**config.mk**
```make
export PLATFORM = sky130hd
export DESIGN_NAME = qdec_arith_ctrl_flat
export DESIGN_NICKNAME = d
export VERILOG_FILES = /design/src/rtl/qdec_arith_ctrl_if.sv /design/src/rtl/qdec_arith_ctrl.sv /design/src/flat_wrapper.sv
export SDC_FILE = /design/constraint.sdc
export NUM_CORES = 1
export LEC_CHECK = 0
export ABC_AREA = 1
export CORE_MARGIN = 2
export CORE_UTILIZATION = 45
export DETAILED_ROUTE_END_ITERATION = 8
export HOLD_SLACK_MARGIN = 0.08
export PLACE_DENSITY = 0.75
export SYNTH_ARGS = -nofsm -noshare
export SYNTH_HDL_FRONTEND = slang
export SYNTH_SLANG_ARGS = --single-unit
```
**constraint.sdc**
```tcl
create_clock -name clk -period 1.7 [get_ports clk]
set_clock_uncertainty 0.05 [all_clocks]
set_input_delay 0.17 -clock clk [delete_from_list [all_inputs] [get_ports clk]]
set_output_delay 0.17 -clock clk [all_outputs]
set_load 0.05 [all_outputs]
```
**src/rtl/qdec_arith_ctrl_if.sv**
```systemverilog
// ---------------------------------------------------------------------------
// qdec_arith_ctrl_if
// Bin request / response bundle between the de-binarization FSMs (master)
// and the arithmetic-decoder sequencer (slave).
//   bin_req_vld/rdy     request handshake
//   bin_req_ctxIdx      context index (ignored for bypass bins)
//   bin_req_bypass      1 = equiprobable bin
//   bin_rsp_vld/rdy     response handshake
//   bin_rsp_val         decoded bin
//   bin_rsp_bytealign   decoder byte-align flag captured with the bin
// ---------------------------------------------------------------------------
interface qdec_arith_ctrl_if #(parameter int CTX_AW = 9);
    logic              bin_req_vld;
    logic              bin_req_rdy;
    logic [CTX_AW-1:0] bin_req_ctxIdx;
    logic              bin_req_bypass;
    logic              bin_rsp_vld;
    logic              bin_rsp_rdy;
    logic              bin_rsp_val;
    logic              bin_rsp_bytealign;

    modport master (
        output bin_req_vld, bin_req_ctxIdx, bin_req_bypass, bin_rsp_rdy,
        input  bin_req_rdy, bin_rsp_vld, bin_rsp_val, bin_rsp_bytealign
    );

    modport slave (
        input  bin_req_vld, bin_req_ctxIdx, bin_req_bypass, bin_rsp_rdy,
        output bin_req_rdy, bin_rsp_vld, bin_rsp_val, bin_rsp_bytealign
    );
endinterface

```
**src/rtl/qdec_arith_ctrl.sv**
```systemverilog
// ---------------------------------------------------------------------------
// qdec_arith_ctrl
// Sequencer in front of the CABAC arithmetic decoder. Initializes the engine
// on slice_start, then serves one bin request at a time: context bins read
// their state from context memory, run the decoder and write back the
// updated {mps, state}; bypass bins run the decoder in EP mode. Each decoded
// bin is returned on a valid/ready response.
//
// Ports
//   clk, rst_n            clock, asynchronous active-low reset
//   slice_start           pulse: abort in-flight bin, re-initialize engine
//   init_done             engine initialized, requests accepted
//   bin_if (slave)        bin request / response handshakes
//   ctx_rd_*              context memory read (data one cycle after en)
//   ctx_wr_*              context write-back
//   ad_*                  arithmetic decoder control / status
//   stat_ctx_bins/stat_ep_bins  (QDEC_ARITH_CTRL_STAT_EN only) saturating
//                         counts of responded context / bypass bins
//
// Optional feature macro: QDEC_ARITH_CTRL_STAT_EN
// All outputs are registered and are 0 during reset.
// ---------------------------------------------------------------------------
module qdec_arith_ctrl #(
    parameter int CTX_AW = 9
) (
    input  logic              clk,
    input  logic              rst_n,
    input  logic              slice_start,
    output logic              init_done,
    qdec_arith_ctrl_if.slave  bin_if,
    output logic              ctx_rd_en,
    output logic [CTX_AW-1:0] ctx_rd_addr,
    input  logic [6:0]        ctx_rd_data,
    output logic              ctx_wr_en,
    output logic [CTX_AW-1:0] ctx_wr_addr,
    output logic [6:0]        ctx_wr_data,
    output logic              ad_EPMode,
    output logic              ad_mps,
    output logic              ad_arithInit,
    output logic              ad_dec_run,
    output logic [5:0]        ad_ctxState,
    output logic              ad_ctxState_vld,
    input  logic              ad_ctxState_rdy,
    input  logic              ad_dec_rdy,
    input  logic              ad_ruiBin,
    input  logic              ad_ruiBin_vld,
    input  logic              ad_ruiBin_bytealign,
    input  logic              ad_ctxStateUpdate_vld,
    input  logic [5:0]        ad_ctxStateUpdate,
    output logic              ad_ruiBin_rdy,
    output logic              ad_ctxStateUpdate_rdy
`ifdef QDEC_ARITH_CTRL_STAT_EN
    ,
    output logic [31:0]       stat_ctx_bins,
    output logic [31:0]       stat_ep_bins
`endif
);

    typedef enum logic [3:0] {
        IDLE, INIT_WAIT, INIT_SETTLE, READY, CTX_RD,
        CTX_LAT, CTX_RUN, EP_RUN, BIN_WAIT, RSP
    } state_t;

    state_t     state, nxt;
    logic       settle_cnt;
    logic       bypass_q;
    logic [6:0] ctx_q;

    logic req_hs, rsp_hs, run_fire, bin_cap, mps_n;

    // The decoder neither back-pressures the context state nor qualifies
    // the update separately from ad_ruiBin_vld, so these are not needed.
    logic unused_in;
    assign unused_in = ad_ctxState_rdy ^ ad_ctxStateUpdate_vld;

    assign req_hs = (state == READY) && bin_if.bin_req_vld;
    assign rsp_hs = (state == RSP) && bin_if.bin_rsp_rdy;

    // ad_dec_run doubles as the "already fired" flag: the run cycle itself
    // is spent in CTX_RUN/EP_RUN so the context state is still presented.
    assign run_fire = ((state == CTX_RUN) || (state == EP_RUN)) && !ad_dec_run
                      && ad_dec_rdy && !slice_start;
    assign bin_cap  = (state == BIN_WAIT) && ad_ruiBin_vld && !slice_start;

    // LPS decoded in state 0 swaps the MPS.
    assign mps_n = ctx_q[6] ^ ((ad_ruiBin != ctx_q[6]) && (ctx_q[5:0] == 6'd0));

    always_ff @(posedge clk or negedge rst_n) begin
        if (!rst_n) state <= IDLE;
        else        state <= nxt;
    end

    always_comb begin
        nxt = state;
        if (slice_start) begin
            nxt = INIT_WAIT;
        end else begin
            case (state)
                IDLE:        nxt = IDLE;
                INIT_WAIT:   if (ad_dec_rdy) nxt = INIT_SETTLE;
                INIT_SETTLE: if (settle_cnt) nxt = READY;
                READY:       if (req_hs) nxt = bin_if.bin_req_bypass ? EP_RUN : CTX_RD;
                CTX_RD:      nxt = CTX_LAT;
                CTX_LAT:     nxt = CTX_RUN;
                CTX_RUN,
                EP_RUN:      if (ad_dec_run) nxt = BIN_WAIT;
                BIN_WAIT:    if (ad_ruiBin_vld) nxt = RSP;
                RSP:         if (bin_if.bin_rsp_rdy) nxt = READY;
                default:     nxt = IDLE;
            endcase
        end
    end

    // Outputs are registered from the next state so they line up with it.
    always_ff @(posedge clk or negedge rst_n) begin
        if (!rst_n) begin
            settle_cnt               <= 1'b0;
            bypass_q                 <= 1'b0;
            ctx_q                    <= '0;
            init_done                <= 1'b0;
            bin_if.bin_req_rdy       <= 1'b0;
            bin_if.bin_rsp_vld       <= 1'b0;
            bin_if.bin_rsp_val       <= 1'b0;
            bin_if.bin_rsp_bytealign <= 1'b0;
            ctx_rd_en                <= 1'b0;
            ctx_rd_addr              <= '0;
            ctx_wr_en                <= 1'b0;
            ctx_wr_addr              <= '0;
            ctx_wr_data              <= '0;
            ad_EPMode                <= 1'b0;
            ad_mps                   <= 1'b0;
            ad_arithInit             <= 1'b0;
            ad_dec_run               <= 1'b0;
            ad_ctxState              <= '0;
            ad_ctxState_vld          <= 1'b0;
            ad_ruiBin_rdy            <= 1'b0;
            ad_ctxStateUpdate_rdy    <= 1'b0;
        end else begin
            settle_cnt         <= (state == INIT_SETTLE) && !slice_start && !settle_cnt;
            init_done          <= nxt inside {READY, CTX_RD, CTX_LAT, CTX_RUN, EP_RUN, BIN_WAIT, RSP};
            bin_if.bin_req_rdy <= (nxt == READY);
            bin_if.bin_rsp_vld <= (nxt == RSP);
            ctx_rd_en          <= (nxt == CTX_RD);
            // The init pulse lands in the first INIT_SETTLE cycle, so
            // init_done follows it by two cycles.
            ad_arithInit       <= (state == INIT_WAIT) && (nxt == INIT_SETTLE);
            ad_dec_run         <= run_fire;
            ad_ruiBin_rdy      <= nxt inside {CTX_RUN, EP_RUN, BIN_WAIT};
            ad_ctxStateUpdate_rdy <= 1'b1;

            if (req_hs && !slice_start) begin
                ctx_rd_addr <= bin_if.bin_req_ctxIdx;
                bypass_q    <= bin_if.bin_req_bypass;
            end

            if (state == CTX_LAT) ctx_q <= ctx_rd_data;

            // ctx_q is not yet loaded on the CTX_LAT->CTX_RUN edge.
            ad_ctxState_vld <= (nxt == CTX_RUN);
            if (nxt == CTX_RUN) begin
                ad_ctxState <= (state == CTX_LAT) ? ctx_rd_data[5:0] : ctx_q[5:0];
                ad_mps      <= (state == CTX_LAT) ? ctx_rd_data[6]   : ctx_q[6];
            end else begin
                ad_ctxState <= '0;
                ad_mps      <= 1'b0;
            end

            // bypass_q is latched on the same edge that enters EP_RUN.
            ad_EPMode <= (nxt == EP_RUN) || (bypass_q && (nxt inside {BIN_WAIT, RSP}));

            ctx_wr_en <= bin_cap && !bypass_q;
            if (bin_cap) begin
                bin_if.bin_rsp_val       <= ad_ruiBin;
                bin_if.bin_rsp_bytealign <= ad_ruiBin_bytealign;
                if (!bypass_q) begin
                    ctx_wr_addr <= ctx_rd_addr;
                    ctx_wr_data <= {mps_n, ad_ctxStateUpdate};
                end
            end
        end
    end

`ifdef QDEC_ARITH_CTRL_STAT_EN
    always_ff @(posedge clk or negedge rst_n) begin
        if (!rst_n) begin
            stat_ctx_bins <= '0;
            stat_ep_bins  <= '0;
        end else if (slice_start) begin
            stat_ctx_bins <= '0;
            stat_ep_bins  <= '0;
        end else if (rsp_hs) begin
            if (!bypass_q && (stat_ctx_bins != 32'hFFFF_FFFF))
                stat_ctx_bins <= stat_ctx_bins + 32'd1;
            if (bypass_q && (stat_ep_bins != 32'hFFFF_FFFF))
                stat_ep_bins <= stat_ep_bins + 32'd1;
        end
    end
`else
    logic unused_rsp_hs;
    assign unused_rsp_hs = rsp_hs;
`endif

endmodule

```
**src/flat_wrapper.sv**
```systemverilog
// flat-port wrapper written by rule: the top's interface ports become plain ports
module qdec_arith_ctrl_flat 
#(
    parameter int CTX_AW = 9
)
  (clk, rst_n, slice_start, init_done, ctx_rd_en, ctx_rd_addr, ctx_rd_data, ctx_wr_en, ctx_wr_addr, ctx_wr_data, ad_EPMode, ad_mps, ad_arithInit, ad_dec_run, ad_ctxState, ad_ctxState_vld, ad_ctxState_rdy, ad_dec_rdy, ad_ruiBin, ad_ruiBin_vld, ad_ruiBin_bytealign, ad_ctxStateUpdate_vld, ad_ctxStateUpdate, ad_ruiBin_rdy, ad_ctxStateUpdate_rdy, bin_if_bin_req_vld, bin_if_bin_req_ctxIdx, bin_if_bin_req_bypass, bin_if_bin_rsp_rdy, bin_if_bin_req_rdy, bin_if_bin_rsp_vld, bin_if_bin_rsp_val, bin_if_bin_rsp_bytealign);
  qdec_arith_ctrl_if #(.CTX_AW(CTX_AW)) bin_if_i ();
  input  logic clk;
  input  logic rst_n;
  input  logic slice_start;
  output logic init_done;
  output logic ctx_rd_en;
  output logic [CTX_AW-1:0] ctx_rd_addr;
  input  logic [6:0] ctx_rd_data;
  output logic ctx_wr_en;
  output logic [CTX_AW-1:0] ctx_wr_addr;
  output logic [6:0] ctx_wr_data;
  output logic ad_EPMode;
  output logic ad_mps;
  output logic ad_arithInit;
  output logic ad_dec_run;
  output logic [5:0] ad_ctxState;
  output logic ad_ctxState_vld;
  input  logic ad_ctxState_rdy;
  input  logic ad_dec_rdy;
  input  logic ad_ruiBin;
  input  logic ad_ruiBin_vld;
  input  logic ad_ruiBin_bytealign;
  input  logic ad_ctxStateUpdate_vld;
  input  logic [5:0] ad_ctxStateUpdate;
  output logic ad_ruiBin_rdy;
  output logic ad_ctxStateUpdate_rdy;
  input wire logic [$bits(bin_if_i.bin_req_vld)-1:0] bin_if_bin_req_vld;
  input wire logic [$bits(bin_if_i.bin_req_ctxIdx)-1:0] bin_if_bin_req_ctxIdx;
  input wire logic [$bits(bin_if_i.bin_req_bypass)-1:0] bin_if_bin_req_bypass;
  input wire logic [$bits(bin_if_i.bin_rsp_rdy)-1:0] bin_if_bin_rsp_rdy;
  output wire logic [$bits(bin_if_i.bin_req_rdy)-1:0] bin_if_bin_req_rdy;
  output wire logic [$bits(bin_if_i.bin_rsp_vld)-1:0] bin_if_bin_rsp_vld;
  output wire logic [$bits(bin_if_i.bin_rsp_val)-1:0] bin_if_bin_rsp_val;
  output wire logic [$bits(bin_if_i.bin_rsp_bytealign)-1:0] bin_if_bin_rsp_bytealign;
  assign bin_if_i.bin_req_vld = bin_if_bin_req_vld;
  assign bin_if_i.bin_req_ctxIdx = bin_if_bin_req_ctxIdx;
  assign bin_if_i.bin_req_bypass = bin_if_bin_req_bypass;
  assign bin_if_i.bin_rsp_rdy = bin_if_bin_rsp_rdy;
  assign bin_if_bin_req_rdy = bin_if_i.bin_req_rdy;
  assign bin_if_bin_rsp_vld = bin_if_i.bin_rsp_vld;
  assign bin_if_bin_rsp_val = bin_if_i.bin_rsp_val;
  assign bin_if_bin_rsp_bytealign = bin_if_i.bin_rsp_bytealign;
  qdec_arith_ctrl #(.CTX_AW(CTX_AW)) u_core (.clk(clk), .rst_n(rst_n), .slice_start(slice_start), .init_done(init_done), .bin_if(bin_if_i), .ctx_rd_en(ctx_rd_en), .ctx_rd_addr(ctx_rd_addr), .ctx_rd_data(ctx_rd_data), .ctx_wr_en(ctx_wr_en), .ctx_wr_addr(ctx_wr_addr), .ctx_wr_data(ctx_wr_data), .ad_EPMode(ad_EPMode), .ad_mps(ad_mps), .ad_arithInit(ad_arithInit), .ad_dec_run(ad_dec_run), .ad_ctxState(ad_ctxState), .ad_ctxState_vld(ad_ctxState_vld), .ad_ctxState_rdy(ad_ctxState_rdy), .ad_dec_rdy(ad_dec_rdy), .ad_ruiBin(ad_ruiBin), .ad_ruiBin_vld(ad_ruiBin_vld), .ad_ruiBin_bytealign(ad_ruiBin_bytealign), .ad_ctxStateUpdate_vld(ad_ctxStateUpdate_vld), .ad_ctxStateUpdate(ad_ctxStateUpdate), .ad_ruiBin_rdy(ad_ruiBin_rdy), .ad_ctxStateUpdate_rdy(ad_ctxStateUpdate_rdy));
endmodule
```
======== Word-level counts from Yosys, hierarchy flattened ========
Cells that the tools add are included.
cells by class
  equality and inequality tests ........... 18
  muxes and demuxes ....................... 13
  bitwise operators ....................... 2
  reduce and logical (&&, ||, !) cells .... 25
operator list
  kind                                           count
  == test 4 x 3 -> 1 bit, second input constant  8
  case mux 4 bit (8 select lines)                1
  two-way mux 4 bit                              7
  == test 4 x 2 -> 1 bit, second input constant  4
  == test 4 bit, second input constant           4
  logical AND 1 bit                              13
  two-way mux 6 bit                              2
  nonzero test 7 bit                             1
  logical NOT 6 bit                              1
  == test 4 x 1 -> 1 bit, second input constant  1
  logical NOT 1 bit                              4
  nonzero test 3 bit                             1
  logical OR 1 bit                               2
  two-way mux 1 bit                              2
  two-way mux 2 bit                              1
  AND reduction 2 bit                            1
  nonzero test 2 bit                             1
  OR reduction 2 bit                             1
  != test 1 bit                                  1
  inverter 1 bit                                 1
  XOR 1 bit                                      1
word-level totals
  register bits ........................... 58
  bits of input ports ..................... 34
  output and inout bits ................... 45

======== Longest topological paths before layout ========
  depth after elaboration ................. 9
  depth in mapped cells ................... 10
  depth with buffers taken out ............ 10

======== Worst setup path after synthesis ========
OpenSTA, ideal clock, no wires.
  kind .................................... flip-flop to flip-flop
  start ................................... reg u_core.ad_dec_run
  end ..................................... reg u_core.init_done
  setup time .............................. 0.127 ns
  data arrival time ....................... 1.317 ns
  data required time ...................... 1.523 ns
  path slack .............................. 0.206 ns
  cell stages (with the launch flop) ...... 8
  buffers on the path ..................... 0
  cell sequence ........................... dfrtp_1 inv_1 nand3_1 nand2_1 nor2_1 o21ai_0 inv_1 o21ai_0
between the ends
  cells in the longest elaborated chain, start to end .. 5
ends and longest elaborated chain
  element                                               line                    RTL
  start: declaration                                    qdec_arith_ctrl.sv:40   output logic ad_dec_run,
  start signal: assignment                              qdec_arith_ctrl.sv:147  ad_dec_run <= run_fire;
  two-way mux 4 bit (*)                                 qdec_arith_ctrl.sv:106  EP_RUN: if (ad_dec_run) nxt = BIN_WAIT;
  case mux 4 bit (8 select lines) (*)                   qdec_arith_ctrl.sv:98   case (state)
  two-way mux 4 bit (*)                                 qdec_arith_ctrl.sv:95   if (slice_start) begin
  == test 4 x 2 -> 1 bit, or another cell as far along  qdec_arith_ctrl.sv:140  init_done <= nxt inside {READY, CTX_RD, CTX_LAT, CTX_RUN, EP_RUN, BIN_WAIT, RSP};
  nonzero test 7 bit (*)                                qdec_arith_ctrl.sv:140
  end signal: assignment                                qdec_arith_ctrl.sv:140
  end: declaration                                      qdec_arith_ctrl.sv:29   output logic init_done,
Mark *: on every way between the ends. The rest lies on a longest branch, timed or not.
A chain may end at the register's enable or synchronous reset.

======== Worst setup path after layout ========
  start ................................... reg u_core.ad_ctxState[2]
  end ..................................... out ad_ctxState[2]
RTL lines
  element                   line                    RTL
  start: declaration        qdec_arith_ctrl.sv:41   output logic [5:0] ad_ctxState,
  start signal: assignment  qdec_arith_ctrl.sv:161  ad_ctxState <= (state == CTX_LAT) ? ctx_rd_data[5:0] : ctx_q[5:0];
  end: declaration          flat_wrapper.sv:22      output logic [5:0] ad_ctxState;
No word-level cell between the ends.

==> summary.md <==
| Metric | Value |
|---|---|
| Status | finished, final reports clean |
| Synth Register Bits | 58 |
| Max Cap Violations | 0 |
| Vias | 1879 |
| Post-Syn Nets | 283 |
| CTS clk-pin slew, worst paths | 0.07 ns |
| CP endpoint kind | output pin |
| CTS Root Cell | clkbuf_8 |
| Number of global-route vias before repair | 1716 |
| Pwr dens | 1330 nW/µm² |
| Routed WL | 5.11 mm |
| DR WL/cell | 12.3 µm |
| # setup viols final | 0 |
| Avg Vias per Cell | 4.53 |
| Final Max Slew Viols | 0 |
| Crit path max-delay family | buffers and inverters |
| Final Critical Period | 1.66 ns |
| Fmax | 602 MHz |
| Commonest non-fill, non-tap cells in the layout | 81 x nand2_1, 57 x dfrtp_1, 35 x inv_1, 35 x buf_4, 31 x clkdlybuf4s50_1 |
| CTS buffer count | 9 |
| Type of the most critical hold path | input pin to asynchronous set/reset pin |
| Gr ovfl total | 0 |
| Sequential cell area fraction in the yosys report | 62.8% |
| Syn avg cell area | 9.28 µm² |
| DR pass1 iterations | 4 |
| Clk buf depth | 2 |
| Synth-to-Final Area Change | 46.7% |
| Critical path fanouts, max | 1 |
| Total Power | 4.51 mW |
| Mapped Cells | 249 |
| Final Hold Fails | 0 |
| Ant diodes | 0 |
| Ys Warns | 0 |
| Starting Density | 45.8% |
| FF/Latch Area | 1450 µm² |
| Critical path class | flip-flop to output pin |
| Cells along the critical path | clkdlybuf4s50_1 |
| Clock sink total | 58 |
| Routed Antenna Nets | 0 |
| Number of port buffers | 76 |
| Placement Cell Area | 3130 µm² |
| Non-Filler Instances | 415 |
| CTS tree | built |
| GRT Total Usage | 18.9% |
| Startpoint types | flip-flop |
| Initial DRC Count | 103 |
| Worst-Margin Slew | 0.509 ns |
| Hpwl dp | 3.55 mm |
| DRC Markers | 0 |
| Final instance area | 3390 µm² |
| # fillers | 416 |
| Die ar. | 5720 µm² |
| Count of buffer and inverter cells on the critical path | 1 |
| Core Footprint | 5040 µm² |
| Largest stage delay, worst path | 0.79 ns |
| CP max stage cell | clkdlybuf4s50_1 |
| Worst-Skew Late Latency | 0.34 ns |
| Die Span Y | 75.6 µm |
| H-tree depth | 3 |
| FP Rows | 26 |
| VDD IR max | 0.986 mV |
| Largest net degree at the start of global routing | 59 |
| Synth unique cells | 19 |
| CP arrival | 1.44 ns |
| Die Wd | 75.6 µm |
| WP data required | 1.48 ns |
| Mapped Area | 2310 µm² |
| Post-placement cell count | 398 |
| Layout cells sized above 1 | 21.2% |
| Slew headroom | 66.0% |
| I/O pins | 79 |
| GPL Wtd Cong | 0.895 |
| Final Cycle Share | 97.7% |
| Initial antenna violation count | 0 |
| Nets | 374 |
| First-pass GRT wire length | 7.69 mm |
| LEAKAGE | 2.01 nW |
| Commonest non-fill, non-tap cell in the layout | nand2_1 |
| Postcts setup bufs | 0 |
| Multi-input combinational cell area | 727 µm² |
final cells by class:
class                      count  share of cell area (%)
sequential                    58                    42.9
timing repair buffer          84                    23.3
multi-input combinational    151                    21.4
clock buffer                  14                    4.80
inverter                      36                    4.02
tap                           70                    2.58
clock inverter                 2                    1.03
per-layer routing:
layer  share of wire, %  global-route usage, %  vias to the layer above
met4                1.8                   8.19                        0
met5                  0                      0                        -
li1                   -                      -                      935
met2                 50                   28.9                       55
met3                6.2                   8.99                        9
met1                 42                   23.0                      880
synth_stat cells:
cell type | count | area share [%]
nand2_2 | 2 | 0.54
nand4_1 | 2 | 0.54
nand2_1 | 82 | 13
inv_1 | 35 | 5.7
nand3_1 | 10 | 2.2
nor2_2 | 2 | 0.54
nor2_4 | 1 | 0.49
mux2_2 | 9 | 4.4
dfrtp_1 | 58 | 63
buf_4 | 1 | 0.33
o21ai_0 | 12 | 2.6
clkbuf_1 | 1 | 0.16
a21oi_1 | 1 | 0.22
nor2_1 | 24 | 3.9
nor3_1 | 3 | 0.65
conb_1 | 1 | 0.16
inv_2 | 1 | 0.16
nand3_2 | 2 | 0.87
buf_2 | 2 | 0.43
logic make-up (layout without fill, tap and decap cells):
| logic type | Yosys count | in the layout | share of synthesized area (%) |
|---|---|---|---|
| and+or+nand+nor | 128 | 128 | 23.0 |
| muxes | 9 | 9 | 4.39 |
| other | 1 | 1 | 0.162 |
| buffers and inverters | 40 | 136 | 6.77 |
| AOI/OAI and AO/OA | 13 | 13 | 2.82 |
| DFF | 58 | 58 | 62.8 |
tightest hold or removal path: stages:
cell and delay (ns):
dlygate4sd3_1 0.53, buf_2 0.12, buf_12 0.28
report_power, final:
part,leakage [nW],total [mW],internal (mW),switching (mW)
clock,0.101,1.28,0.756,0.526
combinational,1.15,1.43,0.484,0.949
sequential,0.764,1.80,1.64,0.163
total,2.01,4.51,2.88,1.64
path summary, 6_finish.rpt:
check	startpoint	to	slack, ns	cells after the start
max in group asynchronous	rst_n	u_core.state[1]$_DFF_PN0_	1.00	3
max reg2reg	u_core.state[2]$_DFF_PN0_	u_core.init_done$_DFF_PN0_	0.13	8
min reg2reg	u_core.settle_cnt$_DFF_PN0_	u_core.settle_cnt$_DFF_PN0_	0.38	1
min in group clk	ad_ctxStateUpdate[1]	u_core.ctx_wr_data[1]$_DFFE_PN0P_	0.31	3
max	u_core.ad_ctxState[2]$_DFF_PN0_	ad_ctxState[2]	0.04	1
min	rst_n	u_core.ctx_wr_en$_DFF_PN0_	0.31	3
state kept, by name, indices dropped and copies added, names as in the netlist, 4 cells and up:
signal,flops
u_core.state,4
u_core.ctx_wr_data,7
u_core.ad_ctxState,6
u_core.ctx_rd_addr,9
u_core.ctx_wr_addr,9
u_core.ctx_q,7
per-stage QoR:
stage / hold WS, ns / util [%] / setup TNS (ns) / worst slack, ns
floorplan: -0.176 / - / 0 / 0.206
global placement: 0.144 / 62.2 / 0 / 0.0719
detailed placement: 0.150 / 62.2 / -0.00224 / -0.00224
CTS: 0.301 / 66.2 / 0 / 0.00266
global route: 0.310 / 67.2 / -0.0209 / -0.0151
finish: 0.306 / 67.2 / 0 / 0.0394
repair_timing:
action | 4_1_cts | 5_1_grt
endpoints found under the setup margin | 4 | 38
endpoints found under the hold margin | 58 | 0
gates resized for setup | 4 | 18
hold buffers | 1 | 0
pin swaps | 0 | 0
cloned | 0 | 0
Note: power is estimated with default switching activity, not from simulation.
